==> src/rtl/alu_multicycle_pkg.sv <==
// Shared definitions for the multi-cycle ALU: opcode map, shifter modes,
// flag bit positions, FSM state encoding and opcode classification helpers.
// Optional divider support is enabled with the ALU_DIV_EN macro.
package alu_pkg;

  localparam logic [3:0] OP_ADD  = 4'b0000;
  localparam logic [3:0] OP_SUB  = 4'b0001;
  localparam logic [3:0] OP_MUL  = 4'b0010;
  localparam logic [3:0] OP_OR   = 4'b0011;
  localparam logic [3:0] OP_AND  = 4'b0100;
  localparam logic [3:0] OP_XOR  = 4'b0101;
  localparam logic [3:0] OP_DIVU = 4'b0110;
  localparam logic [3:0] OP_REMU = 4'b0111;

  localparam logic [2:0] SH_NONE = 3'b000;
  localparam logic [2:0] SH_LSR  = 3'b001;
  localparam logic [2:0] SH_LSL  = 3'b010;
  localparam logic [2:0] SH_ROR  = 3'b011;
  localparam logic [2:0] SH_ASR  = 3'b100;

  localparam int FLAG_N = 3;
  localparam int FLAG_Z = 2;
  localparam int FLAG_C = 1;
  localparam int FLAG_V = 0;

  typedef enum logic [1:0] {
    ST_IDLE = 2'b00,
    ST_EXEC = 2'b01,
    ST_ITER = 2'b10,
    ST_DONE = 2'b11
  } state_t;

  // Opcodes this build actually implements; everything else reports err.
  function automatic logic op_is_legal(input logic [3:0] op);
`ifdef ALU_DIV_EN
    return (op <= OP_REMU);
`else
    return (op <= OP_XOR);
`endif
  endfunction

  // Opcodes that run through the WIDTH-step iterative datapath.
  function automatic logic op_is_iter(input logic [3:0] op);
`ifdef ALU_DIV_EN
    return (op == OP_MUL) || (op == OP_DIVU) || (op == OP_REMU);
`else
    return (op == OP_MUL);
`endif
  endfunction

endpackage

==> src/rtl/alu_multicycle_if.sv <==
// Request/response bundle of the multi-cycle ALU. The master side issues
// requests and consumes results; the slave side is the ALU itself.
interface alu_multicycle_if #(
  parameter int WIDTH   = 32,
  parameter int SHAMT_W = $clog2(WIDTH)
) ();

  logic               in_valid;
  logic               in_ready;
  logic [WIDTH-1:0]   In1;
  logic [WIDTH-1:0]   In2;
  logic [3:0]         opcode;
  logic [2:0]         SR_Cont;
  logic [SHAMT_W-1:0] SR_Bit;
  logic               S;
  logic               out_valid;
  logic               out_ready;
  logic [WIDTH-1:0]   Out;
  logic [3:0]         Flags;
  logic               err;

  modport master (
    output in_valid, In1, In2, opcode, SR_Cont, SR_Bit, S, out_ready,
    input  in_ready, out_valid, Out, Flags, err
  );

  modport slave (
    input  in_valid, In1, In2, opcode, SR_Cont, SR_Bit, S, out_ready,
    output in_ready, out_valid, Out, Flags, err
  );

endinterface

==> src/rtl/alu_barrel_shift.sv <==
// Combinational operand pre-shifter: logarithmic barrel shifter supporting
// LSR, LSL, ROR and ASR. Unknown modes and a zero amount pass din through.
module alu_barrel_shift
  import alu_pkg::*;
#(
  parameter int WIDTH   = 32,
  parameter int SHAMT_W = $clog2(WIDTH)
) (
  input  logic [WIDTH-1:0]   din,
  input  logic [2:0]         mode,
  input  logic [SHAMT_W-1:0] amt,
  output logic [WIDTH-1:0]   dout
);

  logic [WIDTH-1:0] stage [SHAMT_W+1];

  assign stage[0] = din;

  // Stage gi conditionally shifts by 2**gi, selected by amount bit gi.
  generate
    for (genvar gi = 0; gi < SHAMT_W; gi++) begin : g_stage
      localparam int D = 1 << gi;
      logic [WIDTH-1:0] cur;
      logic [WIDTH-1:0] shifted;

      assign cur = stage[gi];
      assign shifted = (mode == SH_LSR) ? (cur >> D) :
                       (mode == SH_LSL) ? (cur << D) :
                       (mode == SH_ROR) ? {cur[D-1:0], cur[WIDTH-1:D]} :
                       (mode == SH_ASR) ? WIDTH'($signed(cur) >>> D) :
                                          cur;
      assign stage[gi+1] = amt[gi] ? shifted : cur;
    end
  endgenerate

  assign dout = stage[SHAMT_W];

endmodule

==> src/rtl/alu_multicycle.sv <==
// Multi-cycle ALU with valid/ready handshakes, operand pre-shifter,
// registered result/NZCV flags and an iterative shift-add multiplier.
// Define ALU_DIV_EN to add the iterative restoring divider (DIVU/REMU).
module alu_multicycle
  import alu_pkg::*;
#(
  parameter int WIDTH   = 32,
  parameter int SHAMT_W = $clog2(WIDTH)
) (
  input  logic             clk,
  input  logic             rst,
  alu_multicycle_if.slave  bus
);

  localparam int CNT_W = SHAMT_W + 1;
  // Counter value at which all WIDTH steps are finished and the result is
  // written, giving WIDTH+1 cycles from accept to out_valid.
  localparam logic [CNT_W-1:0] CNT_LAST = CNT_W'(WIDTH);

  state_t state_reg, state_next;

  logic [WIDTH-1:0] a_reg;
  logic [WIDTH-1:0] b_reg;
  logic [3:0]       op_reg;
  logic             s_reg;
  logic [CNT_W-1:0] cnt_reg;
  logic [WIDTH-1:0] acc_reg;
  logic [WIDTH-1:0] iter_a_reg;
  logic [WIDTH-1:0] iter_b_reg;
  logic [WIDTH-1:0] out_reg;
  logic [3:0]       flags_reg;
  logic             err_reg;

  logic [WIDTH-1:0] b_shifted;
  logic             accept;
  logic             finish;
  logic [WIDTH-1:0] acc_step, a_step, b_step;
  logic [WIDTH-1:0] res;
  logic             res_c, res_v, res_legal;

  alu_barrel_shift #(.WIDTH(WIDTH), .SHAMT_W(SHAMT_W)) u_shift (
    .din  (bus.In2),
    .mode (bus.SR_Cont),
    .amt  (bus.SR_Bit),
    .dout (b_shifted)
  );

  assign accept        = bus.in_valid && (state_reg == ST_IDLE);
  assign bus.in_ready  = (state_reg == ST_IDLE);
  assign bus.out_valid = (state_reg == ST_DONE);
  assign bus.Out       = out_reg;
  assign bus.Flags     = flags_reg;
  assign bus.err       = err_reg;

  // State register.
  always_ff @(posedge clk) begin
    if (rst) state_reg <= ST_IDLE;
    else     state_reg <= state_next;
  end

  // Next-state logic; finish marks the edge that writes the result.
  always_comb begin
    state_next = state_reg;
    finish     = 1'b0;
    case (state_reg)
      ST_IDLE: if (accept) state_next = op_is_iter(bus.opcode) ? ST_ITER : ST_EXEC;
      ST_EXEC: begin
        state_next = ST_DONE;
        finish     = 1'b1;
      end
      ST_ITER: if (cnt_reg == CNT_LAST) begin
        state_next = ST_DONE;
        finish     = 1'b1;
      end
      ST_DONE: if (bus.out_ready) state_next = ST_IDLE;
      default: state_next = ST_IDLE;
    endcase
  end

`ifdef ALU_DIV_EN
  logic [WIDTH:0] rem_shift;
  logic [WIDTH:0] rem_diff;
`endif

  // One iteration step: shift-add multiply, or restoring divide where the
  // quotient shifts in through iter_a_reg and the remainder lives in acc_reg.
  // A zero divisor naturally yields all-ones quotient and remainder = In1.
  always_comb begin
    acc_step = iter_b_reg[0] ? (acc_reg + iter_a_reg) : acc_reg;
    a_step   = iter_a_reg << 1;
    b_step   = iter_b_reg >> 1;
`ifdef ALU_DIV_EN
    rem_shift = {acc_reg, iter_a_reg[WIDTH-1]};
    rem_diff  = rem_shift - {1'b0, iter_b_reg};
    if (op_reg != OP_MUL) begin
      b_step = iter_b_reg;
      if (!rem_diff[WIDTH]) begin
        acc_step = rem_diff[WIDTH-1:0];
        a_step   = {iter_a_reg[WIDTH-2:0], 1'b1};
      end else begin
        acc_step = rem_shift[WIDTH-1:0];
        a_step   = {iter_a_reg[WIDTH-2:0], 1'b0};
      end
    end
`endif
  end

  // Request latch and iterative datapath registers.
  always_ff @(posedge clk) begin
    if (accept) begin
      a_reg      <= bus.In1;
      b_reg      <= b_shifted;
      op_reg     <= bus.opcode;
      s_reg      <= bus.S;
      cnt_reg    <= '0;
      acc_reg    <= '0;
      iter_a_reg <= bus.In1;
      iter_b_reg <= b_shifted;
    end else if (state_reg == ST_ITER && cnt_reg != CNT_LAST) begin
      acc_reg    <= acc_step;
      iter_a_reg <= a_step;
      iter_b_reg <= b_step;
      cnt_reg    <= cnt_reg + 1'b1;
    end
  end

  // Result selection and carry/overflow for the completing operation.
  always_comb begin
    res       = '0;
    res_c     = 1'b0;
    res_v     = 1'b0;
    res_legal = op_is_legal(op_reg);
    case (op_reg)
      OP_ADD: begin
        {res_c, res} = {1'b0, a_reg} + {1'b0, b_reg};
        res_v = (a_reg[WIDTH-1] == b_reg[WIDTH-1]) && (res[WIDTH-1] != a_reg[WIDTH-1]);
      end
      OP_SUB: begin
        {res_c, res} = {1'b0, a_reg} + {1'b0, ~b_reg} + (WIDTH+1)'(1);
        res_v = (a_reg[WIDTH-1] != b_reg[WIDTH-1]) && (res[WIDTH-1] != a_reg[WIDTH-1]);
      end
      OP_MUL: res = acc_reg;
      OP_OR:  res = a_reg | b_reg;
      OP_AND: res = a_reg & b_reg;
      OP_XOR: res = a_reg ^ b_reg;
`ifdef ALU_DIV_EN
      OP_DIVU: res = iter_a_reg;
      OP_REMU: res = acc_reg;
`endif
      default: res = '0;
    endcase
  end

  // Output registers: written once per operation, flags only when requested.
  always_ff @(posedge clk) begin
    if (rst) begin
      out_reg   <= '0;
      flags_reg <= '0;
      err_reg   <= 1'b0;
    end else if (finish) begin
      out_reg <= res_legal ? res : '0;
      err_reg <= !res_legal;
      if (res_legal && s_reg) begin
        flags_reg[FLAG_N] <= res[WIDTH-1];
        flags_reg[FLAG_Z] <= (res == '0);
        flags_reg[FLAG_C] <= res_c;
        flags_reg[FLAG_V] <= res_v;
      end
    end
  end

endmodule

==> src/flat_wrapper.sv <==
// flat-port wrapper written by rule: the top's interface ports become plain ports
module alu_multicycle_flat import alu_pkg::*;
#(
  parameter int WIDTH   = 32,
  parameter int SHAMT_W = $clog2(WIDTH)
)
  (clk, rst, bus_in_valid, bus_In1, bus_In2, bus_opcode, bus_SR_Cont, bus_SR_Bit, bus_S, bus_out_ready, bus_in_ready, bus_out_valid, bus_Out, bus_Flags, bus_err);
  alu_multicycle_if #(.WIDTH(WIDTH), .SHAMT_W(SHAMT_W)) bus_i ();
  input  logic clk;
  input  logic rst;
  input wire logic [$bits(bus_i.in_valid)-1:0] bus_in_valid;
  input wire logic [$bits(bus_i.In1)-1:0] bus_In1;
  input wire logic [$bits(bus_i.In2)-1:0] bus_In2;
  input wire logic [$bits(bus_i.opcode)-1:0] bus_opcode;
  input wire logic [$bits(bus_i.SR_Cont)-1:0] bus_SR_Cont;
  input wire logic [$bits(bus_i.SR_Bit)-1:0] bus_SR_Bit;
  input wire logic [$bits(bus_i.S)-1:0] bus_S;
  input wire logic [$bits(bus_i.out_ready)-1:0] bus_out_ready;
  output wire logic [$bits(bus_i.in_ready)-1:0] bus_in_ready;
  output wire logic [$bits(bus_i.out_valid)-1:0] bus_out_valid;
  output wire logic [$bits(bus_i.Out)-1:0] bus_Out;
  output wire logic [$bits(bus_i.Flags)-1:0] bus_Flags;
  output wire logic [$bits(bus_i.err)-1:0] bus_err;
  assign bus_i.in_valid = bus_in_valid;
  assign bus_i.In1 = bus_In1;
  assign bus_i.In2 = bus_In2;
  assign bus_i.opcode = bus_opcode;
  assign bus_i.SR_Cont = bus_SR_Cont;
  assign bus_i.SR_Bit = bus_SR_Bit;
  assign bus_i.S = bus_S;
  assign bus_i.out_ready = bus_out_ready;
  assign bus_in_ready = bus_i.in_ready;
  assign bus_out_valid = bus_i.out_valid;
  assign bus_Out = bus_i.Out;
  assign bus_Flags = bus_i.Flags;
  assign bus_err = bus_i.err;
  alu_multicycle #(.WIDTH(WIDTH), .SHAMT_W(SHAMT_W)) u_core (.clk(clk), .rst(rst), .bus(bus_i));
endmodule
==> config.mk <==
export PLATFORM = sky130hd
export DESIGN_NAME = alu_multicycle_flat
export DESIGN_NICKNAME = d
export VERILOG_FILES = /design/src/rtl/alu_multicycle_pkg.sv /design/src/rtl/alu_multicycle_if.sv /design/src/rtl/alu_barrel_shift.sv /design/src/rtl/alu_multicycle.sv /design/src/flat_wrapper.sv
export SDC_FILE = /design/constraint.sdc
export NUM_CORES = 1
export LEC_CHECK = 0
export ABC_AREA = 1
export CAP_MARGIN = 20
export CORE_MARGIN = 2
export CORE_UTILIZATION = 60
export DETAILED_ROUTE_END_ITERATION = 16
export GPL_ROUTABILITY_DRIVEN = 0
export MAX_ROUTING_LAYER = met4
export PLACE_DENSITY = 0.8
export SETUP_SLACK_MARGIN = 0.1
export SLEW_MARGIN = 20
export SYNTH_ARGS = -nofsm -noshare
export SYNTH_HDL_FRONTEND = slang
export SYNTH_SLANG_ARGS = --single-unit
==> constraint.sdc <==
create_clock -name clk -period 11.31 [get_ports clk]
set_input_delay 3.393 -clock clk [delete_from_list [all_inputs] [get_ports clk]]
set_output_delay 3.393 -clock clk [all_outputs]
set_load 0.005 [all_outputs]
==> run_results.csv <==
group,metric,value,unit
grt,grt_pass1_vias,19100,
drt,vias_per_cell,6.13,
worst_setup_path,crit_family,"simple AND/OR/NAND/NOR gates",
yosys,synth-adder-area-share,0.0923,
yosys,synth-edff-count,133,
finish,diodes,0,
worst_setup_path,cp.required,11.61,ns
floorplanning,rows,64,
yosys,synth_compound_area_frac,0.181,
drt,post_drt_wl_per_cell,18.4,µm
worst_setup_path,max_stage_delay,0.88,ns
power,p_total,4910,µW
drt,wirelength,60800,µm
yosys,synth_simple_gate_area_frac,0.314,
drt,antenna_left,0,
yosys,yosys_register_bits,210,
clock_tree,post_cts_buffers,0,
yosys,yosysTopAreaCell,"edfxtp_1",
floorplanning,fp.dieW,180,µm
worst_setup_path,endpoint_kind,"flip-flop",
clock_tree,clk_latency,0.55,ns
min_path,hold_class,"flip-flop to flip-flop",
clock_tree,cts_tree,"yes",
worst_setup_path,reg2reg_from,"u_core.op_reg[0]",
power,ir_drop,127,µV
yosys,synth_ff_type,"edfxtp_1",
placement,numPortBuffers,119,
grt,gr-total-overflow,0,
drt,route.detailed.drc,0,
grt,grt_max_degree,89,
placement,place_hpwl,45700,µm
grt,grt_pass1_wl,96700,µm
worst_setup_path,r2r-end,"u_core.bus.Flags[2]",
worst_setup_path,cp-start-kind,"primary input",
floorplanning,die_y,180,µm
clock_tree,clk_path_buf_depth,3,
finish,syn_to_final_growth,10.9,%
timing,final_hold_viol_count,0,
power,p_leak,0.0101,µW
clock_tree,clock_sinks,210,
timing,period_share,0.638,
clock_tree,clk_pin_slew,0.06,ns
yosys,synth.avg_cell_area,6.54,µm²
min_path,hold_depth,1,
clock_tree,cts_resized,0,
yosys,ys_types,60,
timing,rsz0062_at_grt,"no",
floorplanning,die_area,32500,µm²
drt,drtIter0Drc,2628,
yosys,syn_nets,3072,
placement,place_ws,3.78,ns
timing,worstMarginPinSlew,1.09,ns
timing,drv_slew,0,
worst_setup_path,slowest_stage,"nor2_2",
min_path,hold_end,"u_core.cnt_reg[5]",
floorplanning,io_pins,120,
timing,fin_setup_tns,0,ns
floorplanning,core,30600,µm²
finish,drive_above_1_share,0.0360,
timing,clock_skew,0.0358,ns
finish,fin_area,20700,µm²
finish,fillCellCount,2650,
worst_setup_path,crit_top_cell,"nand2_1",
yosys,synth_common_cells,"906 x nand2_1, 349 x inv_1, 229 x nor2_1, 206 x nand3_1, 186 x a21oi_1",
worst_setup_path,crit_arrival,7.51,ns
yosys,synth-xor-area-share,0.0150,
yosys,yosys-top-cells-area,"edfxtp_1 21%, nand2_1 18%, ha_1 8.9%, dfxtp_1 8.3%, inv_1 7.0%",
worst_setup_path,path_cells,"clkdlybuf4s50_1 -> nand2_2 -> inv_2 -> nand2_2 -> nor2_2 -> nand3_1 -> nand3_1 -> nand2_1 -> nand3_1 -> nand2_1 -> nand2_1 -> nand2_1 -> a21oi_1 -> nand3_1 -> nand2_1 -> nand2_1 -> nand2_1 -> nand2_1 -> nand2_1 -> nand2_1",
finish,layout.nets,3115,
placement,dpl-instance-area,19900,µm²
worst_setup_path,critical_path_buf_inv_count,2,
worst_setup_path,reg2regPathDepth,11,
run,drv_cap,0,
timing,max_freq,139,MHz
yosys,syn-cell-area,18700,µm²
finish,utilization,0.677,
grt,antenna_found_initial,0,
timing,setup_viol,0,
grt,grt_usage,0.373,
yosys,synth.most_common_cell,"nand2_1",
timing,fin_crit,7.22,ns
yosys,async_flop_share,0,
timing,fin_ws,4.09,ns
drt,vias,20300,
outcome,status,"complete, no violations",
yosys,yosysWarnings,0,
yosys,netlist_instances,2855,
drt,drtPass1Iterations,8,
worst_setup_path,path_class,"primary input to flip-flop",
clock_tree,numCtsBuffers,24,
floorplanning,start_util,0.610,
timing,relSlewSlack,0.273,
clock_tree,cts.hold.buffers_added,0,
yosys,synth_top_cell_area_share,0.214,
yosys,synth_top_family_by_area,"simple AND/OR/NAND/NOR gates",
worst_setup_path,worst-path-max-fanout,41,
yosys,ys_seq_area_frac,0.296,
clock_tree,clock-root-buffer,"clkbuf_16",
min_path,hp-start,"u_core.cnt_reg[5]",
yosys,synthMuxAreaShare,0,
power,p_per_area,237,nW/µm²
worst_setup_path,r2r_setup_slack,7.29,ns
clock_tree,htreeDepth,1,
## cell type report
class	count	area [µm²]	area share
timing repair buffer	132	1310	0.0632
sequential	210	5540	0.267
multi-input combinational	2165	11200	0.543
inverter	365	1370	0.0663
clock buffer	31	637	0.0308
tap	396	495	0.0239
clock inverter	13	104	0.00502
## cells by family (layout without fill, tap and decap cells)
family,count (synthesis),in the layout
XOR/XNOR,32,32
adder cells (fa/ha/maj),136,136
flip-flops,210,210
AND/OR/NAND/NOR,1425,1425
buffers and inverters,480,541
AO/OA/AOI/OAI,572,572
## power breakdown
part	switching (µW)	internal (µW)	leakage, µW
clock network	318	421	0.000360
logic	1830	912	0.00784
registers	214	1220	0.00191
## placed cells by master (no fill, tap or decap), types with 7 or more instances in the layout
master,n
clkinv_1,11
nand2_2,9
o21ai_0,171
inv_2,8
o221ai_1,11
a221oi_1,28
o21a_1,9
nor3_1,14
clkbuf_16,24
edfxtp_1,133
o21bai_1,25
xnor2_1,11
nor2_1,228
nand2_1,904
nand4_1,29
o22ai_1,45
a31oi_1,10
nand3_1,206
dfxtp_1,77
xor2_1,21
a21oi_1,186
a21oi_2,7
clkdlybuf4s50_1,119
ha_1,133
o211ai_1,9
buf_4,12
nand3_2,8
inv_1,348
o21ai_1,26
## stage by stage
| step | hold slack (ns) | cells |
|---|---|---|
| 6_report | 0.448 | 3312 |
| 5_1_grt | 0.482 | 3312 |
| 4_1_cts | 0.452 | 3311 |
| 3_5_place_dp | 0.444 | 3267 |
| 3_3_place_gp | 0.436 | 3267 |
| 2_1_floorplan | 0.423 | 2855 |
## worst max-delay path by stage
| stage | from | endpoint | slack (ns) | depth (start not counted) |
|---|---|---|---|---|
| 6_report | bus_SR_Cont[1] | u_core.iter_b_reg[30] | 4.09 | 20 |
| 5_1_grt | bus_SR_Cont[2] | u_core.iter_b_reg[28] | 3.77 | 23 |
| 4_1_cts | bus_SR_Cont[1] | u_core.iter_b_reg[29] | 4.29 | 18 |
| 3_5_place_dp | bus_SR_Cont[1] | u_core.iter_b_reg[30] | 3.78 | 20 |
| 3_3_place_gp | bus_SR_Cont[1] | u_core.iter_b_reg[29] | 3.88 | 18 |
| 2_1_floorplan | bus_in_valid | u_core.a_reg[0] | 5.16 | 3 |
## layer usage
layer | GRT usage | part of all wire | vias to the layer above
met5 | - | 0 | -
met4 | 0.177 | 0.055 | 0
met3 | 0.0713 | 0.12 | 293
met2 | 0.588 | 0.45 | 1278
met1 | 0.460 | 0.38 | 9193
li1 | - | - | 9527
Note: power is estimated with default switching activity, not from simulation.
